<file path="src/rtl/led_fade_if.sv">
// LED command/drive bundle between flow_led and the PWM fader.
// The master drives led_in; the slave (led_fade) returns led_out and busy.
interface led_fade_if;
    logic [1:0] led_in;
    logic [1:0] led_out;
    logic [1:0] busy;

    modport master (output led_in, input led_out, input busy);
    modport slave  (input led_in, output led_out, output busy);
endinterface

</file>
<file path="src/rtl/led_fade.sv">
// Two-channel LED fader: saturating per-channel duty ramps toward the commanded
// state at a prescaled rate, and a shared free-running counter turns duty into PWM.
module led_fade #(
    parameter int unsigned PWM_W    = 8,
    parameter logic [24:0] STEP_MAX = 25'd196_078
) (
    input logic        sys_clk,
    input logic        sys_rst,
    led_fade_if.slave  bus
);
    localparam logic [PWM_W-1:0] DutyMax  = {PWM_W{1'b1}};
    localparam logic [PWM_W-1:0] PwmOne   = PWM_W'(1);
    localparam logic [24:0]      StepLast = STEP_MAX - 25'd1;

    logic [1:0]             led_q, led_d;
    logic [24:0]            step_cnt_q, step_cnt_d;
    logic [PWM_W-1:0]       pwm_cnt_q, pwm_cnt_d;
    logic [1:0][PWM_W-1:0]  duty_q, duty_d;
    logic [1:0]             led_out_q, led_out_d;
    logic                   step_tick;

    always_comb begin
        step_tick  = (step_cnt_q == StepLast);
        step_cnt_d = step_tick ? 25'd0 : step_cnt_q + 25'd1;
        pwm_cnt_d  = pwm_cnt_q + PwmOne;
        led_d      = bus.led_in;
        duty_d     = duty_q;
        led_out_d  = '0;
        for (int i = 0; i < 2; i++) begin
            // Decisions use the sampled command so both channels see one coherent value.
            if (step_tick) begin
                if (led_q[i] && (duty_q[i] != DutyMax)) begin
                    duty_d[i] = duty_q[i] + PwmOne;
                end else if (!led_q[i] && (duty_q[i] != '0)) begin
                    duty_d[i] = duty_q[i] - PwmOne;
                end
            end
            // Full scale is forced high so MAX means constantly lit, not MAX/(MAX+1).
            led_out_d[i] = (duty_q[i] == DutyMax) | (pwm_cnt_q < duty_q[i]);
        end
    end

    always_comb begin
        bus.busy = '0;
        for (int i = 0; i < 2; i++) begin
            bus.busy[i] = led_q[i] ? (duty_q[i] != DutyMax) : (duty_q[i] != '0);
        end
    end

    assign bus.led_out = led_out_q;

    always_ff @(posedge sys_clk) begin
        if (!sys_rst) begin
            led_q      <= '0;
            step_cnt_q <= '0;
            pwm_cnt_q  <= '0;
            duty_q     <= '0;
            led_out_q  <= '0;
        end else begin
            led_q      <= led_d;
            step_cnt_q <= step_cnt_d;
            pwm_cnt_q  <= pwm_cnt_d;
            duty_q     <= duty_d;
            led_out_q  <= led_out_d;
        end
    end
endmodule

</file>
<file path="src/flat_wrapper.sv">
// flat-port wrapper written by rule: the top's interface ports become plain ports
module led_fade_flat 
#(
    parameter int unsigned PWM_W    = 8,
    parameter logic [24:0] STEP_MAX = 25'd196_078
)
  (sys_clk, sys_rst, bus_led_in, bus_led_out, bus_busy);
  led_fade_if bus_i ();
  input logic sys_clk;
  input logic sys_rst;
  input wire logic [$bits(bus_i.led_in)-1:0] bus_led_in;
  output wire logic [$bits(bus_i.led_out)-1:0] bus_led_out;
  output wire logic [$bits(bus_i.busy)-1:0] bus_busy;
  assign bus_i.led_in = bus_led_in;
  assign bus_led_out = bus_i.led_out;
  assign bus_busy = bus_i.busy;
  led_fade #(.PWM_W(PWM_W), .STEP_MAX(STEP_MAX)) u_core (.sys_clk(sys_clk), .sys_rst(sys_rst), .bus(bus_i));
endmodule
</file>
<file path="config.mk">
export PLATFORM = sky130hd
export DESIGN_NAME = led_fade_flat
export DESIGN_NICKNAME = d
export VERILOG_FILES = /design/src/rtl/led_fade_if.sv /design/src/rtl/led_fade.sv /design/src/flat_wrapper.sv
export SDC_FILE = /design/constraint.sdc
export NUM_CORES = 1
export LEC_CHECK = 0
export BUFFER_PORTS_ARGS = -buffer_cell sky130_fd_sc_hd__buf_4
export CORE_ASPECT_RATIO = 0.5
export CORE_UTILIZATION = 62
export DETAILED_ROUTE_END_ITERATION = 8
export PLACE_DENSITY = 0.84
export REMOVE_ABC_BUFFERS = 1
export SYNTH_ARGS = -nofsm -noshare
export SYNTH_HDL_FRONTEND = slang
export SYNTH_SLANG_ARGS = --single-unit
</file>
<file path="constraint.sdc">
create_clock -name sys_clk -period 4 [get_ports sys_clk]
set_input_delay 0.4 -clock sys_clk [delete_from_list [all_inputs] [get_ports sys_clk]]
set_output_delay 0.4 -clock sys_clk [all_outputs]
set_load 0.05 [all_outputs]
</file>
==> Word level (Yosys, flattened, before mapping) <==
Cells that the tools add are included.
{ "totals": {"output_inout_bits": 4, "input_bits": 4, "regBits": 53, "elab_cells": 41} }
{ "op_classes": {"add_sub_neg": 6, "eq_ne": 5, "muxes": 6, "n_reduce_logical": 13, "bitwise": 3, "magnitude_cmp": 2} }
{ "op_table": {"columns": ["cell", "n"], "rows": [
  ["2-to-1 mux 8 bit", 4],
  ["adder 25 x 1 -> 25 bit (second input constant)", 1],
  ["== test 25 x 18 -> 1 bit (second input constant)", 1],
  ["adder 8 x 1 -> 8 bit (second input constant)", 3],
  ["== test 8 bit (second input constant)", 2],
  ["less-than comparator 8 bit", 2],
  ["inequality test 8 bit (second input constant)", 2],
  ["nonzero test 8 bit", 2],
  ["subtractor 8 x 1 -> 8 bit (second input constant)", 2],
  ["logical AND 1 bit", 4],
  ["AND reduction 2 bit", 2],
  ["nonzero test 2 bit", 2],
  ["logical NOT 1 bit", 2],
  ["2-to-1 mux 1 bit", 2],
  ["bitwise OR 1 bit", 2],
  ["OR reduction 2 bit", 1],
  ["inverter 1 bit", 1]
]} }

==> Depth between registers and ports, before layout <==
{ "depth": {"word_depth": 4, "ltp_mapped": 9, "depth_no_buf": 9} }

==> Worst setup path after synthesis <==
No wires, ideal clock.
{ "synth_timing": {"kind": "register -> register", "start": "reg u_core.duty_q[8] (netlist bit)", "end": "reg u_core.duty_q[15] (netlist bit)", "n_path_buf": 0, "t_required_ns": 3.930, "arrival_ns": 2.716, "setup_ns": 0.070, "path_stages_with_launch": 10, "period_less_slack_ns": 2.787, "path_slack_ns": 1.213, "path_cell_list": "dfxtp_1 nand4_1 o21ai_0 ha_1 a21oi_1 o22ai_1 o41ai_1 xor2_1 or3_1 a21oi_1"} }
{ "synth_between": {"elab_chain_len": 4, "word_cells_on_any_way": 10, "cone_classes": "2 x add/sub; 1 x eq/ne; 2 x mux; 5 x reduce/logical"} }
{ "synth_lines": {"columns": ["item", "line", "text"], "rows": [
  ["start, declared", "led_fade.sv:18", "logic [1:0][PWM_W-1:0] duty_q, duty_d;"],
  ["start signal, assigned", "led_fade.sv:63", "duty_q <= duty_d;"],
  ["branches (longest 4 deep; another with subtractor 8 x 1 -> 8 bit)", null, null]
]} }
Parallel ways; which one is timed is not known. The select of a mux whose other input is x is not followed.
A chain may end at the register's enable or synchronous reset.

==> Worst setup path after layout <==
{ "layout_timing": {"start": "reg u_core.duty_q[0] (netlist bit)", "end": "reg u_core.duty_q[7] (netlist bit)"} }
The elaborated chain is that of the path after synthesis.

==> flow_summary.toml <==
[setup_path]
required_ns = 4.24
worstSetupPathType = "flip-flop to flip-flop"
crit_path_frequent_cell = "a21oi_1"
crit_arrival_ns = 3.26
reg2reg_depth = 10
start_kind = "flip-flop"
cp-end-kind = "flip-flop"
critical_path.max_stage_delay_ns = 0.55
cpMaxStageDelayCell = "o21ai_0"
cp_max_fo = 6
path_cells = "nand4_1, o21ai_0, buf_4, ha_1, a21oi_1, o211ai_1, o41ai_1, xor2_1, or3_1, a21oi_1"

[yosys]
synthDistinctLibCells = 37
synth_seq_cells = 53
synthMuxAreaShare_pct = 0.332
yosys_warnings = 0
synth_edf_count = 0
synth_ff_type = "dfxtp_1"
ys_async_sr_fraction_pct = 0
synth_commonest_cells = "nor2_1 (54), dfxtp_1 (53), ha_1 (30)"
synth_compound_area_share_pct = 10.6
synth_top_family_by_area = "simple AND/OR/NAND/NOR gates"
synth.most_common_cell = "nor2_1"
synth_top_area_share_pct = 35.2
syn_inst = 359
yosysTopAreaCell = "dfxtp_1"
ys_top_cells_by_area = "dfxtp_1 (35%), ha_1 (12%), xor2_1 (7.0%)"
yosys.area_share.simple_pct = 23.9
synth_xor_area_share_pct = 11.6
synth-seq-area-share_pct = 35.2
yosys.area_share.adder_pct = 13.8
avgSynthCellArea_um2 = 8.39
syn_area_um2 = 3010

[clock_tree]
cts_sinks = 53
ctsResizeCount = 0
htreeDepth = 2
clk_path_buf_depth = 2
cts_hold_buf = 0
post-cts-setup-buffers = 0
root_buffer = "clkbuf_8"
insertion_delay_ns = 0.31
path_clk_slew_ns = 0.09
cts_made_buffers = 5
cts_tree = "done"

[sta]
setup_ws_ns = 0.975
clock_skew_ns = 0.00862
final-max-slew-violation-count = 0
setup_viol = 0
final.setup.tns_ns = 0
fin_crit_sh_pct = 75.6
finalHoldViolCount = 0
post-route-min-period_ns = 3.02
max_freq_ghz = 0.331
rsz0062_at_grt = "no"
relSlewSlack_pct = 47.7
worstMarginPinSlew_ns = 0.782

[detailed_routing]
highest_layer = "met4"
vias = 2421
drtAntennaViolNets = 0
dr.pass1.iters = 5
routed_wl_um = 5840
drt_iter0_drc = 105
wl_met2_um = 2860
route.detailed.drc = 0
route.met3.wl_um = 195
routedWlPerCell_um = 13.5
drt-vias-per-instance = 5.58
m1WireLength_um = 2680

[die]
die_area_um2 = 5160
pin_count = 8
die_x_um = 101
die_y_um = 51.3
rows = 17
core_area_um2 = 4530
initial_core_util_pct = 66.5

[placed_design]
io_buffers = 7
gp_congestion = 0.897
hpwlAfterDp_um = 4350
pre_cts_ws_ns = 1.02
placed_area_um2 = 3120

[grt]
grt_pass1_vias = 2398
grt_usage_pct = 25.5
grt_max_degree = 26
antenna_found_initial = 0
grt_pass1_wl_um = 10200
grt_remaining_overflow = 0

[final_layout]
drive_gt1_share_pct = 4.89
final_core_util_pct = 71.5
fillers = 341
final_nets = 403
final_area_um2 = 3240
antennaDiodeCount = 0
syn2layout_area_growth_pct = 7.56

[hold_path]
min_path_cells = 2
hold_class = "primary input to flip-flop"

[outcome]
status = "complete, no violations"

[pwr]
power_density_nw_per_um2 = 308
p_leak_nw = 1.33
ir_worst_vdd_mv = 0.142

[flow_run]
maxCapViolations = 0
-- stage by stage --
stage,hold slack [ns],power [W],instances
finish,0.288,0.000997,434
global route,0.280,0.00103,434
CTS,0.285,0.00100,434
detailed placement,0.472,0.000634,426
global placement,0.461,0.000630,426
floorplan,0.428,0.000610,351
-- metal layers --
layer,GRT usage [%],vias up
met2,47.4,42
met5,0,-
met3,5.47,12
met1,28.4,1120
met4,12.1,0
li1,-,1247
-- state kept, by name, indices dropped and copies added (netlist names) --
register,flops
u_core.step_cnt_q,25
u_core.duty_q,16
u_core.pwm_cnt_q,8
u_core.bus.led_out,2
u_core.led_q,2
-- worst paths after layout --
kind                        start                    to  slack (ns)
max              u_core.duty_q[0]      u_core.duty_q[7]        0.98
min                 bus_led_in[1]       u_core.led_q[1]        0.29
max reg2reg      u_core.duty_q[0]      u_core.duty_q[7]        0.98
min reg2reg  u_core.step_cnt_q[0]  u_core.step_cnt_q[0]        0.48
-- report_power, final --
part           internal [W]  switching [W]  leakage (nW)  total (W)
Sequential         0.000535     0.00000805         0.429   0.000543
Clock              0.000204       0.000170        0.0585   0.000374
Combinational     0.0000314      0.0000478         0.840  0.0000792
-- cell usage in the layout, fill, tap and decap left out, types with 2 or more instances in the layout --
cell type / netlist / routed
a21o_1: 10 / 10
or2_1: 2 / 2
fa_1: 2 / 2
o21a_1: 3 / 3
inv_1: 26 / 26
or4b_1: 2 / 2
nand3_1: 20 / 20
nand2_1: 28 / 28
ha_1: 30 / 30
o211ai_1: 2 / 2
o41ai_1: 2 / 2
nand4_1: 10 / 10
a21oi_1: 20 / 20
xnor2_1: 16 / 16
o21ai_0: 7 / 7
clkbuf_8: 0 / 6
xor2_1: 24 / 24
nor2_1: 54 / 54
nand2b_1: 2 / 2
buf_4: 0 / 9
and3_1: 5 / 5
a211oi_1: 4 / 4
dfxtp_1: 53 / 53
nor3_1: 6 / 6
or3_1: 2 / 2
or4_1: 5 / 5
and4_1: 3 / 3
and2_1: 5 / 5
-- cell type report --
class	instances	area [um^2]	share of cell area, %
well taps	66	82.6	2.55
clock inverters	1	30.0	0.927
inverters	26	97.6	3.01
repair buffers	9	67.6	2.09
clock buffers	7	86.3	2.67
multi-input cells	272	1810	56.0
flip-flops and latches	53	1060	32.8
-- kinds of logic after synthesis --
family                   after synthesis
flip-flops                            53
multiplexers                           1
XOR/XNOR                              40
adder cells (fa/ha/maj)               32
buffers and inverters                 34
AO/OA/AOI/OAI                         51
AND/OR/NAND/NOR                      148
-- worst max-delay path, delay by kind of cell (launching register included) --
family                   cells  cell delay, ns
XOR/XNOR                     1            0.15
AND/OR/NAND/NOR              2            0.48
AO/OA/AOI/OAI                5            1.38
flip-flops                   1            0.47
adder cells (fa/ha/maj)      1            0.23
buffers and inverters        1            0.25
No activity file was read; power rests on OpenSTA's default activity.
